[config.mk]
export PLATFORM = sky130hd
export DESIGN_NAME = demux1x4_router
export DESIGN_NICKNAME = d
export VERILOG_FILES = /design/src/rtl/demux_pkg.sv /design/src/rtl/demux_lane_fifo.sv /design/src/rtl/demux1x4_router.sv
export SDC_FILE = /design/constraint.sdc
export NUM_CORES = 1
export LEC_CHECK = 0
export CAP_MARGIN = 15
export CORE_MARGIN = 2
export CORE_UTILIZATION = 48
export DETAILED_ROUTE_END_ITERATION = 8
export PLACE_DENSITY = 0.78
export SYNTH_ARGS = -nofsm -noshare
export SYNTH_HDL_FRONTEND = slang
export SYNTH_SLANG_ARGS = --single-unit
[constraint.sdc]
create_clock -name CLK -period 1.7 [get_ports CLK]
set_input_delay 0.34 -clock CLK [delete_from_list [all_inputs] [get_ports CLK]]
set_output_delay 0.34 -clock CLK [all_outputs]
set_load 0.02 [all_outputs]
[src/rtl/demux_pkg.sv]
// demux_pkg: shared constants for the 1-to-4 operand load distributor.
//   LANE_A..LANE_D : lane indices matching the in_dest encoding
//   LANE_DEPTH     : entries per lane buffer (also the "full" level value)
package demux_pkg;

    localparam int LANE_A = 0;
    localparam int LANE_B = 1;
    localparam int LANE_C = 2;
    localparam int LANE_D = 3;

    localparam logic [1:0] LANE_DEPTH = 2'd2;

endpackage

[src/rtl/demux_lane_fifo.sv]
// demux_lane_fifo: one 2-entry lane buffer (head register, tail register,
// occupancy 0..2). The head register is presented directly as the lane output.
// Ports:
//   CLK        in   clock, rising edge
//   RST        in   synchronous active-high reset (clears level and data)
//   CE         in   clock enable; low freezes all state
//   push       in   write push_data this edge (never asserted when full)
//   push_data  in   WIDTH-bit word to write
//   pop        in   consume the head this edge (only when head_valid)
//   head_data  out  head register
//   head_valid out  level != 0
//   level      out  occupancy 0..2
module demux_lane_fifo
    import demux_pkg::*;
#(
    parameter int WIDTH = 48
) (
    input  logic             CLK,
    input  logic             RST,
    input  logic             CE,
    input  logic             push,
    input  logic [WIDTH-1:0] push_data,
    input  logic             pop,
    output logic [WIDTH-1:0] head_data,
    output logic             head_valid,
    output logic [1:0]       level
);

    logic [WIDTH-1:0] r_head;
    logic [WIDTH-1:0] r_tail;
    logic [1:0]       r_level;

    always_ff @(posedge CLK) begin
        if (RST) begin
            r_head  <= '0;
            r_tail  <= '0;
            r_level <= 2'd0;
        end else if (CE) begin
            case (r_level)
                2'd0: begin
                    if (push) begin
                        r_head  <= push_data;
                        r_level <= 2'd1;
                    end
                end
                2'd1: begin
                    if (push && pop) begin
                        // Old head leaves as the new word takes its place.
                        r_head <= push_data;
                    end else if (push) begin
                        r_tail  <= push_data;
                        r_level <= LANE_DEPTH;
                    end else if (pop) begin
                        r_level <= 2'd0;
                    end
                end
                2'd2: begin
                    // The top never pushes into a full lane.
                    if (pop) begin
                        r_head  <= r_tail;
                        r_level <= 2'd1;
                    end
                end
                default: r_level <= 2'd0;
            endcase
        end
    end

    assign head_data  = r_head;
    assign head_valid = (r_level != 2'd0);
    assign level      = r_level;

endmodule

[src/rtl/demux1x4_router.sv]
// demux1x4_router: registered 1-to-4 distributor. One tagged word per cycle is
// steered into one of four independent 2-deep lane buffers (A, B, C, D), each
// drained by its own valid/ready consumer. A full destination lane stalls the
// whole input (head-of-line blocking, no reordering across lanes).
// Ports:
//   CLK, RST, CE      clock, sync active-high reset, clock enable
//   in_data/in_dest   word and 2-bit destination lane
//   in_valid/in_ready producer handshake (in_ready is combinational)
//   out_data          lane i head at [i*WIDTH +: WIDTH]
//   out_valid         per-lane head valid
//   out_ready         per-lane consumer ready
//   lane_level        {L3,L2,L1,L0}, 2 bits each, occupancy 0..2
module demux1x4_router
    import demux_pkg::*;
#(
    parameter int WIDTH = 48
) (
    input  logic               CLK,
    input  logic               RST,
    input  logic               CE,
    input  logic [WIDTH-1:0]   in_data,
    input  logic [1:0]         in_dest,
    input  logic               in_valid,
    output logic               in_ready,
    output logic [4*WIDTH-1:0] out_data,
    output logic [3:0]         out_valid,
    input  logic [3:0]         out_ready,
    output logic [7:0]         lane_level
);

    logic [3:0] w_push;
    logic [3:0] w_pop;
    logic [3:0] w_valid;
    logic [1:0] w_level [4];

    // Space freed by a same-cycle pop is deliberately not borrowed.
    assign in_ready  = CE & (w_level[in_dest] != LANE_DEPTH);
    assign out_valid = w_valid;

    for (genvar i = 0; i < 4; i++) begin : g_lane
        assign w_push[i] = CE & in_valid & in_ready & (in_dest == 2'(i));
        assign w_pop[i]  = CE & w_valid[i] & out_ready[i];

        demux_lane_fifo #(.WIDTH(WIDTH)) u_fifo (
            .CLK        (CLK),
            .RST        (RST),
            .CE         (CE),
            .push       (w_push[i]),
            .push_data  (in_data),
            .pop        (w_pop[i]),
            .head_data  (out_data[i*WIDTH +: WIDTH]),
            .head_valid (w_valid[i]),
            .level      (w_level[i])
        );

        assign lane_level[2*i +: 2] = w_level[i];
    end

endmodule

---- After elaboration in Yosys (flattened, before gate mapping) ----
Index checks and enable logic that the tools add are counted.
storage, ports and cells
  flip-flop bits (word level) ............. 392
  bits in latches ......................... 0
  RAM bits ................................ 0
  ROM bits ................................ 0
  input port bits ......................... 58
  output and inout bits ................... 205
  logic and storage cells ................. 137
  memories ................................ 0
cells by class
  $add $sub $neg .......................... 0
  multiply operators ...................... 0
  div/mod/pow operators ................... 0
  magnitude comparators ................... 1
  equality and inequality tests ........... 32
  shifts and indexed selects .............. 0
  muxes and demuxes ....................... 43
  bitwise operators ....................... 20
  reduce and logical (&&, ||, !) cells .... 29
operator list
  kind                count
  $mux 48             12
  $pmux 48 s3         4
  $mux 2              22
  $reduce_and 5->1    8
  $ne 2x1->1 const B  12
  $pmux 2 s3          4
  $reduce_and 4->1    4
  $and 1x1->1         15
  $eq 2x2->1 const B  6
  $ne 3x1->1 const B  4
  $reduce_bool 3->1   4
  $eq 2x1->1 const B  5
  $logic_not 2->1     5
  $ne 2x2->1 const B  5
  $reduce_bool 2->1   4
  $bmux 2 s2          1
  $logic_and 1x1->1   4
  $not 1->1           4
  $ge 3x3->1 const B  1
  $not 2->3           1

---- Longest topological paths before layout ----
Gate-level depths: netlist of the first run.
  depth after elaboration ................. 11
  mapped depth ............................ 8
  gate-level depth less buffers ........... 4

---- By module ----
A second synthesis of the first run with hierarchy kept.
second synthesis, totals
  cell total of the unflattened synthesis .. 1810
  area, all modules ....................... 16667.2 um^2
modules (own cells, without submodules)
  module           times used  cells each  area each (um^2)  seq. area each (um^2)
  demux_lane_fifo  4           447         4131.5            1961.9
  demux1x4_router  1           22          141.4             0.0

---- Worst setup path before layout of the first run ----
OpenSTA, ideal clock, no wires.
  path kind ............................... flip-flop to output port
  from .................................... reg g_lane[2].u_fifo.r_level[0]
  to ...................................... out in_ready
  arrival ................................. 1480 ps
  data required time ...................... 1360 ps
  setup slack ............................. -120 ps
  stages on the path, launching flop included .. 5
  buffers on the path ..................... 1
  cell sequence ........................... dfxtp_1 nor2b_1 clkbuf_1 mux4_2 nor2b_1
between the ends
  cells in the longest elaborated chain, start to end .. 5
RTL lines
  element                                     line                   source
  start: declaration                          demux_lane_fifo.sv:31  logic [1:0] r_level;
  start signal: assignment                    demux_lane_fifo.sv:37  r_level <= 2'd0;
  start signal: assignment                    demux_lane_fifo.sv:43  r_level <= 2'd1;
  start signal: assignment                    demux_lane_fifo.sv:52  r_level <= LANE_DEPTH;
  $bmux 2 s2                                  demux1x4_router.sv:37  assign in_ready = CE & (w_level[in_dest] != LANE_DEPTH);
  $mux 2 (implied by the code) (2 in series)  demux1x4_router.sv:37
  $ne 2x2->1                                  demux1x4_router.sv:37
  $and 1x1->1                                 demux1x4_router.sv:37
  end: declaration                            demux1x4_router.sv:24  output logic in_ready,
Every way passes these cells. The select of a mux whose other input is x is not followed.

---- Worst setup path after layout of the first run ----
  from .................................... reg g_lane[3].u_fifo.r_level[1]
  to ...................................... out in_ready
between the ends
  cells in the longest elaborated chain, start to end .. 5
RTL lines
  element                                     line
  start: declaration                          demux_lane_fifo.sv:31
  start signal: assignment                    demux_lane_fifo.sv:37
  start signal: assignment                    demux_lane_fifo.sv:43
  start signal: assignment                    demux_lane_fifo.sv:52
  $bmux 2 s2                                  demux1x4_router.sv:37
  $mux 2 (implied by the code) (2 in series)  demux1x4_router.sv:37
  $ne 2x2->1                                  demux1x4_router.sv:37
  $and 1x1->1                                 demux1x4_router.sv:37
Every way passes these cells. The select of a mux whose other input is x is not followed.

==> results of run 1 <==
[power breakdown]
part / total [mW] / switching [mW] / internal (mW)
Clock: 8.73 / 3.63 / 5.10
Sequential: 9.43 / 0.102 / 9.33
Combinational: 1.69 / 1.03 / 0.657
Total: 19.9 / 4.76 / 15.1
[final cells by class]
class | count | area, µm²
diodes | 2 | 5.00
clock buffers | 66 | 1270
clock inverters | 6 | 33.8
fillers | 2485 | 10700
inverters | 3 | 11.3
multi-input cells | 1229 | 7610
flip-flops and latches | 392 | 7870
well taps | 442 | 553
repair buffers | 413 | 4440
[metal layers]
| metal | track usage (%) | vias up | wire length (µm) |
|---|---|---|---|
| li1 | - | 6884 | - |
| met2 | 44.9 | 832 | 25300 |
| met3 | 6.13 | 151 | 6050 |
| met1 | 36.8 | 7317 | 22100 |
| met5 | 0 | - | 26 |
| met4 | 10.7 | 4 | 2200 |
[sequential cells by signal, summed over array words and instances, names as in the netlist]
register,cells
g_lane.u_fifo.head_data,192
g_lane.u_fifo.r_tail,192
g_lane.u_fifo.level,8
[layout by cell type (no fill, tap or decap), types with 42 or more instances in the layout]
master                            count
sky130_fd_sc_hd__dlygate4sd2_1      194
sky130_fd_sc_hd__dfxtp_1            384
sky130_fd_sc_hd__buf_12              43
sky130_fd_sc_hd__buf_4               66
sky130_fd_sc_hd__nand3_1             48
sky130_fd_sc_hd__a21oi_1            203
sky130_fd_sc_hd__a21o_1              48
sky130_fd_sc_hd__mux2i_1             96
sky130_fd_sc_hd__a221o_1             47
sky130_fd_sc_hd__nand2_1            399
sky130_fd_sc_hd__nor2_1              53
sky130_fd_sc_hd__a22o_1              48
sky130_fd_sc_hd__nor3_1              49
sky130_fd_sc_hd__a211oi_1            92
sky130_fd_sc_hd__clkbuf_16           56
sky130_fd_sc_hd__clkdlybuf4s50_1     52
sky130_fd_sc_hd__a21oi_2             42
[cell families after synthesis]
group                  share of synthesized area [%]
buffers and inverters                           6.07
flip-flops                                      49.7
AND/OR/NAND/NOR                                 16.8
XOR/XNOR                                       0.111
AO/OA/AOI/OAI                                   21.1
multiplexers                                    6.23
[worst max-delay path by stage]
stage                                                       from                                          end  slack (ns)  depth (start not counted)
after global routing      g_lane[3].u_fifo.level[1]$_SDFFE_PP0P_                                     in_ready       -0.47                          4
final                     g_lane[3].u_fifo.level[1]$_SDFFE_PP0P_                                     in_ready       -0.45                          4
after CTS                 g_lane[3].u_fifo.level[0]$_SDFFE_PP0P_                                     in_ready       -0.43                          4
after floorplan           g_lane[2].u_fifo.level[0]$_SDFFE_PP0P_                                     in_ready       -0.04                          4
after global placement                                in_dest[1]     g_lane[2].u_fifo.r_tail[20]$_SDFFE_PP0P_       -0.53                          6
after detailed placement                              in_dest[1]  g_lane[0].u_fifo.head_data[27]$_SDFFE_PP0P_       -0.60                          6
[critical path, delay by kind of cell (launching register included)]
family,cells,cell delay [ns]
mux,1,0.49
flops,1,0.32
simple gates,2,0.32
buf+inv,1,0.14
[repair_timing]
item                       CTS  global route
buffers inserted             7            20
resized for setup          262           174
setup endpoints to repair  282           175
hold buffers                 0             0
cloned                       4            22
pin swaps                    3            67
hold endpoints to repair     0             0
[through the flow]
step | util [%] | setup TNS [ns]
final | 67.2 | -12.65
after global routing | 67.1 | -18.10
after CTS | 63.7 | -0.723
after detailed placement | 59.6 | -189.02
after global placement | 59.6 | -169.91
after floorplan | - | -0.0386
==> out/metrics.sh, run 1 <==
TOTALPOWERFINAL_mW=19.9
START_UTIL_PCT=48.6
PORT_BUFFERS=262
PROPORTION_OF_REGISTER_BITS_WITH_ASYNCHRONOUS_SET_OR_RESET_AFTER_SYNTHESIS_PCT=0
RUN_STATUS='complete, but fails checks'
DRT-WIRELENGTH-PER-CELL_UM=21.8
RR_WORST_DEPTH=10
POST_DRT_VIA_CELL_RATIO=5.95
SYN_TO_FINAL_GROWTH_PCT=38.1
POST-PLACE-WS_NS=-0.598
SYNTH_TOP_FLOP_CELL='sky130_fd_sc_hd__dfxtp_1'
CLK_LATENCY_WORST_SKEW_PAIR_NS=0.54
CTS_BUFFER_DEPTH=3
CPPEAKSTAGEDELAY_NS=0.49
MIN_PATH_TYPE='in -> reg'
SYN_NETS=1896
P_PER_AREA_mW_PER_MM2=911
WIRE_LENGTH_REPORTED_BY_THE_DETAILED_ROUTER_MM=55.6
HOLD_START='RST'
NON_FILLER_CELLS_FINAL=2553
RELSLEWSLACK_PCT=58.3
WORSTHOLDPATHCELLS=2
WORST_R2R_ENDPOINT='g_lane[3].u_fifo.r_tail[47]$_SDFFE_PP0P_'
DIE_W_UM=185
IOS=263
CRITICAL_PATH.SLOWEST_CELL='sky130_fd_sc_hd__mux4_2'
SYNTH.LIB_CELLS_USED.DISTINCT=49
WORST_R2R_STARTPOINT='g_lane[3].u_fifo.level[0]$_SDFFE_PP0P_'
MIN_DELAY_WORST_ENDPOINT='g_lane[2].u_fifo.r_tail[1]$_SDFFE_PP0P_'
CELL_TYPES_WITH_THE_HIGHEST_COUNTS_AFTER_SYNTHESIS='438 x sky130_fd_sc_hd__nand2_1, 392 x sky130_fd_sc_hd__dfxtp_1, 245 x sky130_fd_sc_hd__a21oi_1'
GRT_ANTENNA_BEFORE_REPAIR=3
SYNTH_AREA_LEADERS='sky130_fd_sc_hd__dfxtp_1 50%, sky130_fd_sc_hd__nand2_1 10%, sky130_fd_sc_hd__a21oi_1 7.8%'
CLKSINKCOUNT=392
REG2REG_SETUP_SLACK_NS=-0.22
TOTAL_LEAKAGE_POWER_nW=8.71
CTS.ROOT.BUFFER_CELL='sky130_fd_sc_hd__clkbuf_16'
TIMING.FINAL.WS_SETUP_NS=-0.454
CPMOSTUSEDCELL='sky130_fd_sc_hd__nor2b_4'
YOSYS_WARNINGS=0
MAX_SLEW.WORST_PIN.SLEW_NS=0.625
DETAILROUTE.VIA_COUNT=15200
DRT_PASS1_ITERATIONS=6
SYNTH_EDF_COUNT=0
POST_SYNTH.CELL_AREA_AVG_UM2=8.59
TRITONCTS_CLOCK_TREE='yes'
DIEHEIGHT_UM=185
PATH_CLK_SLEW_NS=0.06
SETUP.WORST_PATH.END_CLASS='output port'
PATH_CLASS='reg -> out'
DRTITER0DRC=1459
SYNTHDOMINANTCELLAREASHARE_PCT=49.7
DP.FINAL_HPWL_MM=31.1
SYNTH.CELL_AREA_MM2=0.0158
TIMING.FINAL.HOLD_VIOLATIONS=0
ANT_NETS=0
NETLIST.TOP_CELL.BY_AREA='sky130_fd_sc_hd__dfxtp_1'
ROUTE.DETAILED.DRC=0
GRT_MAX_DEGREE=122
YS_SEQ_ELEMENTS=392
DRIVE_GT1_SHARE_PCT=16.8
RSZ0062_AT_GRT='yes'
FINAL_CELL_AREA_EXCLUDING_FILLER_CELLS_MM2=0.0218
PLACEMENTROWS=66
CTS_MAX_LEVEL=2
GLOBAL_ROUTER_S_OVERALL_RESOURCE_USAGE_PCT=28.0
POST_DP_CELL_AREA_MM2=0.0193
GP_CONGESTION=0.824
CLOCK_SKEW_NS=0.0324
PLACED_CELLS=2432
CRIT_CHAIN='nor2b_4 > mux4_2 > nor2b_4 > buf_6'
YOSYS.CELL_COUNT.TOP_TYPE='sky130_fd_sc_hd__nand2_1'
GLOBAL_ROUTE.OVERFLOW_TOTAL=0
GRT_PASS1_VIAS=13500
MAX-VDD-IR-DROP_V=0.000958
PERIOD_UTILISATION_LAYOUT_PCT=127
SETUP_VIOL=106
WORST-PATH-MAX-FANOUT=2
NETLIST_INSTANCES=1838
SYNTH.YOSYS.SEQ_AREA_SHARE_PCT=49.7
LAYOUT.NETS=2138
DIE_AREA_MM2=0.0343
WHS_NS=0.0765
WORST_ENDPOINT_REQUIRED_TIME_NS=1.36
COREAREA_MM2=0.0325
TIMING.FINAL.CRIT_PERIOD_NS=2.15
GRT_FIRST_PASS_WIRELENGTH_MM=75.8
TOP_ACHIEVABLE_CLOCK_SPEED_GHz=0.464
NUMBER_OF_BUFFERS_CREATED_BY_CTS=41
WORST-ENDPOINT-ARRIVAL_NS=1.81
STARTPOINT_TYPE='flop'
MAX-CAP-VIOLATIONS=0
FAILED_CHECKS='setup timing'
TIMING.FINAL.MAX_SLEW_VIOLATIONS=0
Power figures use the tool's default switching activity.
==> inputs of run 2 (changes only) <==
- RECOVER_POWER: unset -> 100
==> out/metrics.sh, run 2 (synthesized netlist as in run 1, its figures left out) <==
FINAL.FILL_COUNT=2520  # +1.4%
CELL_INTERNAL_PWR_mW=15.1  # about the same
POST_DRT_VIA_CELL_RATIO=5.94  # -0.16%
CTS_MAX_LEVEL=2  # unchanged
P_PER_AREA_mW_PER_MM2=917  # +0.69%
DRT-WIRELENGTH-PER-CELL_UM=21.8  # about the same
GRT.MET3_USAGE_PCT=6.13  # unchanged
MAX_SLEW.WORST_PIN.SLEW_NS=0.629  # +0.00454 ns
PWR-SHARE-CLK_PCT=44.0  # about the same
NUMBER_OF_BUFFERS_CREATED_BY_CTS=41  # unchanged
WORST_R2R_STARTPOINT='g_lane[3].u_fifo.level[0]$_SDFFE_PP0P_'
TIMING.FINAL.WS_SETUP_NS=-0.457  # -0.00325 ns
CLOCK_SKEW_NS=0.0323  # -0.000132 ns
NON_FILLER_CELLS_FINAL=2553  # unchanged
GRT_PASS1_VIAS=13500  # unchanged
GLOBAL_ROUTE.PEAK_USAGE_LAYER='met2'
DRT_PASS1_ITERATIONS=7  # +1
SETUP_VIOL=184  # +74%
MOSTFREQUENTLAYOUTCELL='sky130_fd_sc_hd__nand2_1'
WIRE_LENGTH_REPORTED_BY_THE_DETAILED_ROUTER_MM=55.7  # about the same
WORST_R2R_ENDPOINT='g_lane[3].u_fifo.r_tail[47]$_SDFFE_PP0P_'
RUN_STATUS='complete, but fails checks'
TOTAL_LEAKAGE_POWER_nW=8.65  # -0.64%
CLK_LATENCY_WORST_SKEW_PAIR_NS=0.54  # about the same
GP_CONGESTION=0.824  # unchanged
SETUP.WORST_PATH.END_CLASS='output port'
PLACEMENTROWS=66  # unchanged
DRIVE_GT1_SHARE_PCT=16.4  # -0.38 points
PATH_CLK_SLEW_NS=0.06  # about the same
DETAILROUTE.VIA_COUNT=15200  # -0.16%
AREA_USED_BY_MULTI_INPUT_COMBINATIONAL_LOGIC_MM2=0.00759  # -0.36%
COMBPWRFRAC_PCT=8.4  # about the same
ROUTE.DETAILED.DRC=0  # unchanged
TOTALPOWERFINAL_mW=19.8  # about the same
CTS.ROOT.BUFFER_CELL='sky130_fd_sc_hd__clkbuf_16'
MOSTFREQUENTLAYOUTCELLS='399 x sky130_fd_sc_hd__nand2_1, 384 x sky130_fd_sc_hd__dfxtp_1, 203 x sky130_fd_sc_hd__a21oi_1, 194 x sky130_fd_sc_hd__dlygate4sd2_1, 96 x sky130_fd_sc_hd__mux2i_1'
DIEHEIGHT_UM=185  # unchanged
SWITCHING_SHARE_PCT=24.0  # -0.027 points
MIN_DELAY_WORST_ENDPOINT='g_lane[2].u_fifo.r_tail[1]$_SDFFE_PP0P_'
COREAREA_MM2=0.0325  # unchanged
CTS_BUFFER_DEPTH=3  # unchanged
DIE_AREA_MM2=0.0343  # unchanged
ANT_NETS=0  # unchanged
PERIOD_UTILISATION_LAYOUT_PCT=127  # +0.19 points
MAX-VDD-IR-DROP_V=0.000951  # -0.74%
SEQUENTIAL_POWER_SHARE_PCT=47.6  # about the same
GRT_ANTENNA_BEFORE_REPAIR=3  # unchanged
PORT_BUFFERS=262  # unchanged
PATH_CLASS='reg -> out'
HOLD_START='RST'
RSZ0062_AT_GRT='yes'
GRT_FIRST_PASS_WIRELENGTH_MM=75.8  # unchanged
TRITONCTS_CLOCK_TREE='yes'
SYN_TO_FINAL_GROWTH_PCT=37.0
FAILED_CHECKS='setup timing'
GLOBAL_ROUTE.OVERFLOW_TOTAL=0  # unchanged
GLOBAL_ROUTER_S_OVERALL_RESOURCE_USAGE_PCT=28.0  # unchanged
TIMING.FINAL.CRIT_PERIOD_NS=2.16  # +0.00325 ns
GROUTE.LAYER.MET2.USAGE_PCT=44.9  # unchanged
CLKSINKCOUNT=392  # unchanged
DRTITER0DRC=1453  # -0.41%
DIE_W_UM=185  # unchanged
WORSTHOLDPATHCELLS=2  # unchanged
WORST_ENDPOINT_REQUIRED_TIME_NS=1.36  # about the same
WORST-PATH-MAX-FANOUT=2  # unchanged
TIMING.FINAL.MAX_SLEW_VIOLATIONS=0  # unchanged
GRT_UTIL_MET1_PCT=36.8  # unchanged
PLACED_CELLS=2432  # unchanged
CTS_HOLD_BUFFERS=0  # unchanged
WORST-ENDPOINT-ARRIVAL_NS=1.82  # about the same
RR_WORST_DEPTH=10  # unchanged
LAYOUT.NETS=2138  # unchanged
FINAL-SEQ-AREA_MM2=0.00786  # about the same
MIN_PATH_TYPE='in -> reg'
REG2REG_SETUP_SLACK_NS=-0.27  # -0.05 ns
START_UTIL_PCT=48.6  # unchanged
NET-SWITCHING-POWER_mW=4.75  # -0.20%
GRT_MAX_DEGREE=122  # unchanged
STARTPOINT_TYPE='flop'
MAX-CAP-VIOLATIONS=0  # unchanged
SETUP_TOTAL_NEGATIVE_SLACK_NS=-19.72  # -7.07 ns
RELSLEWSLACK_PCT=58.0  # -0.30 points
DP.FINAL_HPWL_MM=31.1  # unchanged
TOP_ACHIEVABLE_CLOCK_SPEED_GHz=0.464  # -0.15%
TIMING.FINAL.HOLD_VIOLATIONS=0  # unchanged
IOS=263  # unchanged
-- run 2: worst max-delay path, stage by stage, from the launching register on --
cell and delay (ns):
sky130_fd_sc_hd__dfxtp_2 0.32, sky130_fd_sc_hd__nor2b_4 0.12, sky130_fd_sc_hd__mux4_2 0.49, sky130_fd_sc_hd__nor2b_4 0.20
sky130_fd_sc_hd__buf_6 0.14
-- run 2: what timing repair did --
item                       in CTS  in global routing
buffers inserted                7                 20
cloned                          4                 22
pin swaps                       3                 67
setup endpoints to repair     282                175
resized for setup             262                174
-- run 2: how the worst max path moves through the flow --
stage          cells past startpoint                                          end  slack (ns)                                   start
6_report                           4                                     in_ready       -0.46  g_lane[3].u_fifo.level[1]$_SDFFE_PP0P_
5_1_grt                            4                                     in_ready       -0.47  g_lane[3].u_fifo.level[1]$_SDFFE_PP0P_
4_1_cts                            4                                     in_ready       -0.43  g_lane[3].u_fifo.level[0]$_SDFFE_PP0P_
3_5_place_dp                       6  g_lane[0].u_fifo.head_data[27]$_SDFFE_PP0P_       -0.60                              in_dest[1]
3_3_place_gp                       6     g_lane[2].u_fifo.r_tail[20]$_SDFFE_PP0P_       -0.53                              in_dest[1]
2_1_floorplan                      4                                     in_ready       -0.04  g_lane[2].u_fifo.level[0]$_SDFFE_PP0P_
-- run 2: cell type report --
class                      instances  share of cell area, %
clock buffer                      66                   5.88
inverter                           3                 0.0521
antenna                            2                 0.0231
timing repair buffer             413                   19.9
sequential                       392                   36.4
clock inverter                     6                  0.156
tap                              442                   2.56
multi-input combinational       1229                   35.1
-- run 2: metal layers --
layer / wire length [µm] / vias up
met4: 2140 / 4
met1: 22300 / 7300
li1: - / 6876
met3: 5990 / 154
met5: 26 / -
met2: 25200 / 829
-- run 2: power by group through the flow --
| stage | Sequential (mW) | Clock (mW) | Combinational, mW |
|---|---|---|---|
| CTS | 9.43 | 8.77 | 1.52 |
| global placement | 9.63 | 0 | 1.56 |
| global route | 9.44 | 9.18 | 1.76 |
| floorplan | 9.78 | 0 | 0.657 |
| detailed placement | 9.63 | 0 | 1.59 |
| finish | 9.43 | 8.73 | 1.67 |
-- run 2: metrics by stage --
stage          area (µm²)  setup WS, ns  hold slack, ns  util [%]
2_1_floorplan       15800       -0.0386           0.436         -
3_3_place_gp        19300        -0.532           0.432      59.6
3_5_place_dp        19300        -0.598           0.440      59.6
4_1_cts             20700        -0.434          0.0569      63.7
5_1_grt             21600        -0.468          0.0762      66.6
6_report            21600        -0.457          0.0789      66.6
==> inputs of run 3 (changes only) <==
- CAP_MARGIN: 15 -> 25
- PLACE_DENSITY: 0.78 -> 0.74
==> out/metrics.sh, run 3 (synthesized netlist as in run 1, its figures left out) <==
RUN_STATUS='complete, but fails checks'
FAILED_CHECKS='setup timing'
MAX-CAP-VIOLATIONS=0  # unchanged
CTS.ROOT.BUFFER_CELL='sky130_fd_sc_hd__clkbuf_16'
MIN_PATH_TYPE='in -> reg'
GRT_PASS1_VIAS=13700  # +1.2%
DRT-WIRELENGTH-PER-CELL_UM=22.5  # +3.3%
P_PER_AREA_mW_PER_MM2=934  # +1.9%
PLACEMENTROWS=66  # unchanged
GLOBAL_ROUTER_S_OVERALL_RESOURCE_USAGE_PCT=27.9  # -0.054 points
CLK_LATENCY_WORST_SKEW_PAIR_NS=0.53  # about the same
SYN_TO_FINAL_GROWTH_PCT=39.4
TIMING.FINAL.CRIT_PERIOD_NS=2.14  # -0.0151 ns
CLOCK_SKEW_NS=0.0105  # -0.0217 ns
DRTITER0DRC=1314  # -9.6%
SEQUENTIAL_POWER_SHARE_PCT=45.9  # -1.7 points
NET-SWITCHING-POWER_mW=4.83  # +1.7%
WORST-PATH-MAX-FANOUT=2  # unchanged
DETAILROUTE.VIA_COUNT=15100  # -0.17%
MAX_SLEW.WORST_PIN.SLEW_NS=0.753  # +0.123 ns
SWITCHING_SHARE_PCT=23.5  # -0.45 points
COREAREA_MM2=0.0325  # unchanged
DIE_AREA_MM2=0.0343  # unchanged
TIMING.FINAL.WS_SETUP_NS=-0.442  # +0.0151 ns
MOSTFREQUENTLAYOUTCELL='sky130_fd_sc_hd__nand2_1'
TIMING.FINAL.HOLD_VIOLATIONS=0  # unchanged
WORST_ENDPOINT_REQUIRED_TIME_NS=1.36  # about the same
PATH_CLASS='reg -> out'
MOSTFREQUENTLAYOUTCELLS='411 x sky130_fd_sc_hd__nand2_1, 384 x sky130_fd_sc_hd__dfxtp_1, 209 x sky130_fd_sc_hd__a21oi_1, 196 x sky130_fd_sc_hd__dlygate4sd2_1, 96 x sky130_fd_sc_hd__mux2i_1'
MAX-VDD-IR-DROP_V=0.000651  # -32%
START_UTIL_PCT=48.6  # unchanged
PWR-SHARE-CLK_PCT=45.6  # +1.6 points
PORT_BUFFERS=262  # unchanged
NUMBER_OF_BUFFERS_CREATED_BY_CTS=41  # unchanged
COMBPWRFRAC_PCT=8.5  # about the same
DRT_PASS1_ITERATIONS=5  # -2
WIRE_LENGTH_REPORTED_BY_THE_DETAILED_ROUTER_MM=57.9  # +4.0%
CTS_MAX_LEVEL=2  # unchanged
RSZ0062_AT_GRT='yes'
DIEHEIGHT_UM=185  # unchanged
TOTAL_LEAKAGE_POWER_nW=8.80  # +1.8%
DIE_W_UM=185  # unchanged
STARTPOINT_TYPE='flop'
POST_DRT_VIA_CELL_RATIO=5.89  # -0.87%
DRIVE_GT1_SHARE_PCT=16.7  # +0.28 points
GRT_MAX_DEGREE=138  # +13%
IOS=263  # unchanged
POST-PLACE-WS_NS=-0.860  # -0.261 ns
FINAL.FILL_COUNT=2581  # +2.4%
PATH_CLK_SLEW_NS=0.06  # about the same
GRT_FIRST_PASS_WIRELENGTH_MM=75.9  # +0.19%
PERIOD_UTILISATION_LAYOUT_PCT=126  # -0.89 points
CTS_BUFFER_DEPTH=3  # unchanged
GRT_ANTENNA_BEFORE_REPAIR=5  # +2
WORST-ENDPOINT-ARRIVAL_NS=1.80  # -0.02 ns
ANT_NETS=0  # unchanged
SETUP_VIOL=203  # +10%
GLOBAL_ROUTE.OVERFLOW_TOTAL=0  # unchanged
TIMING.FINAL.MAX_SLEW_VIOLATIONS=0  # unchanged
RELSLEWSLACK_PCT=49.8  # -8.2 points
CELL_INTERNAL_PWR_mW=15.7  # +4.2%
TRITONCTS_CLOCK_TREE='yes'
SETUP.WORST_PATH.END_CLASS='output port'
TOP_ACHIEVABLE_CLOCK_SPEED_GHz=0.467  # +0.71%
ROUTE.DETAILED.DRC=0  # unchanged
POSTLAYOUTCOREUTIL_PCT=67.8  # +1.1 points
DP.FINAL_HPWL_MM=30.4  # -2.1%
LAYOUT.NETS=2156  # +0.84%
CTS_HOLD_BUFFERS=0  # unchanged
GP_CONGESTION=0.834  # +1.1%
CLKSINKCOUNT=392  # unchanged
-- run 3: changes by cell type in the layout (fill, tap and decap cells not counted), moves of 6 or more --
cell                        before  now
sky130_fd_sc_hd__nand2_1       399  411
sky130_fd_sc_hd__a21oi_2        42   36
sky130_fd_sc_hd__nand2_4        32    6
sky130_fd_sc_hd__buf_6          28   41
sky130_fd_sc_hd__clkbuf_16      56   66
sky130_fd_sc_hd__nand2_2         7   21
sky130_fd_sc_hd__a21oi_1       203  209
-- run 3: worst max-delay path: stages (launching register included) --
cell,delay [ns]
sky130_fd_sc_hd__dfxtp_2,0.33
sky130_fd_sc_hd__nor2b_4,0.13
sky130_fd_sc_hd__mux4_2,0.49
sky130_fd_sc_hd__nor2b_4,0.19
sky130_fd_sc_hd__buf_6,0.14
-- run 3: per-stage QoR --
step | instances | instance area, µm² | power (mW) | hold slack, ns | TNS (ns)
CTS | 2510 | 20800 | 20.4 | 0.262 | -0.675
detailed placement | 2421 | 19200 | 11.2 | 0.440 | -195.40
floorplan | 1838 | 15800 | 10.4 | 0.436 | -0.0386
finish | 2571 | 22000 | 20.6 | 0.279 | -11.79
global route | 2571 | 22000 | 21.1 | 0.304 | -25.87
global placement | 2421 | 19200 | 11.2 | 0.433 | -186.03
-- run 3: power by group through the flow --
stage	clock, mW	combinational, mW	sequential, mW
2_1_floorplan	0	0.657	9.78
3_3_place_gp	0	1.56	9.63
3_5_place_dp	0	1.58	9.63
4_1_cts	9.41	1.58	9.43
5_1_grt	9.83	1.84	9.44
6_report	9.37	1.75	9.43
-- run 3: final timing paths --
kind	start	cells past startpoint	to	slack (ns)
max	g_lane[1].u_fifo.level[1]$_SDFFE_PP0P_	4	in_ready	-0.44
min	CE	4	g_lane[2].u_fifo.level[1]$_SDFFE_PP0P_	0.28
max reg2reg	g_lane[3].u_fifo.level[0]$_SDFFE_PP0P_	10	g_lane[3].u_fifo.r_tail[40]$_SDFFE_PP0P_	-0.13
min reg2reg	g_lane[3].u_fifo.head_data[9]$_SDFFE_PP0P_	1	g_lane[3].u_fifo.head_data[9]$_SDFFE_PP0P_	0.44
-- run 3: timing repair --
action,in CTS,in global routing
setup buffers,13,24
endpoints found under the setup margin,454,229
pin swaps,14,55
resized for setup,286,133
gates cloned,6,37
-- run 3: per-layer routing --
layer | global-route usage, % | wire length, µm | share of wire, %
met4 | 8.73 | 2530 | 4.4
met2 | 46.7 | 26500 | 46
met3 | 5.49 | 5450 | 9.4
met1 | 36.3 | 23400 | 40
met5 | 0 | 44 | 0.076
-- run 3: final cells by class --
class | count | area, µm² | area share, %
Timing Repair Buffer | 432 | 4740 | 21.5
Clock buffer | 59 | 1210 | 5.48
Antenna cell | 2 | 5.00 | 0.0227
Sequential cell | 392 | 7860 | 35.7
Tap cell | 442 | 553 | 2.51
Clock inverter | 13 | 196 | 0.893
Multi-Input combinational cell | 1228 | 7430 | 33.8
Inverter | 3 | 11.3 | 0.0512
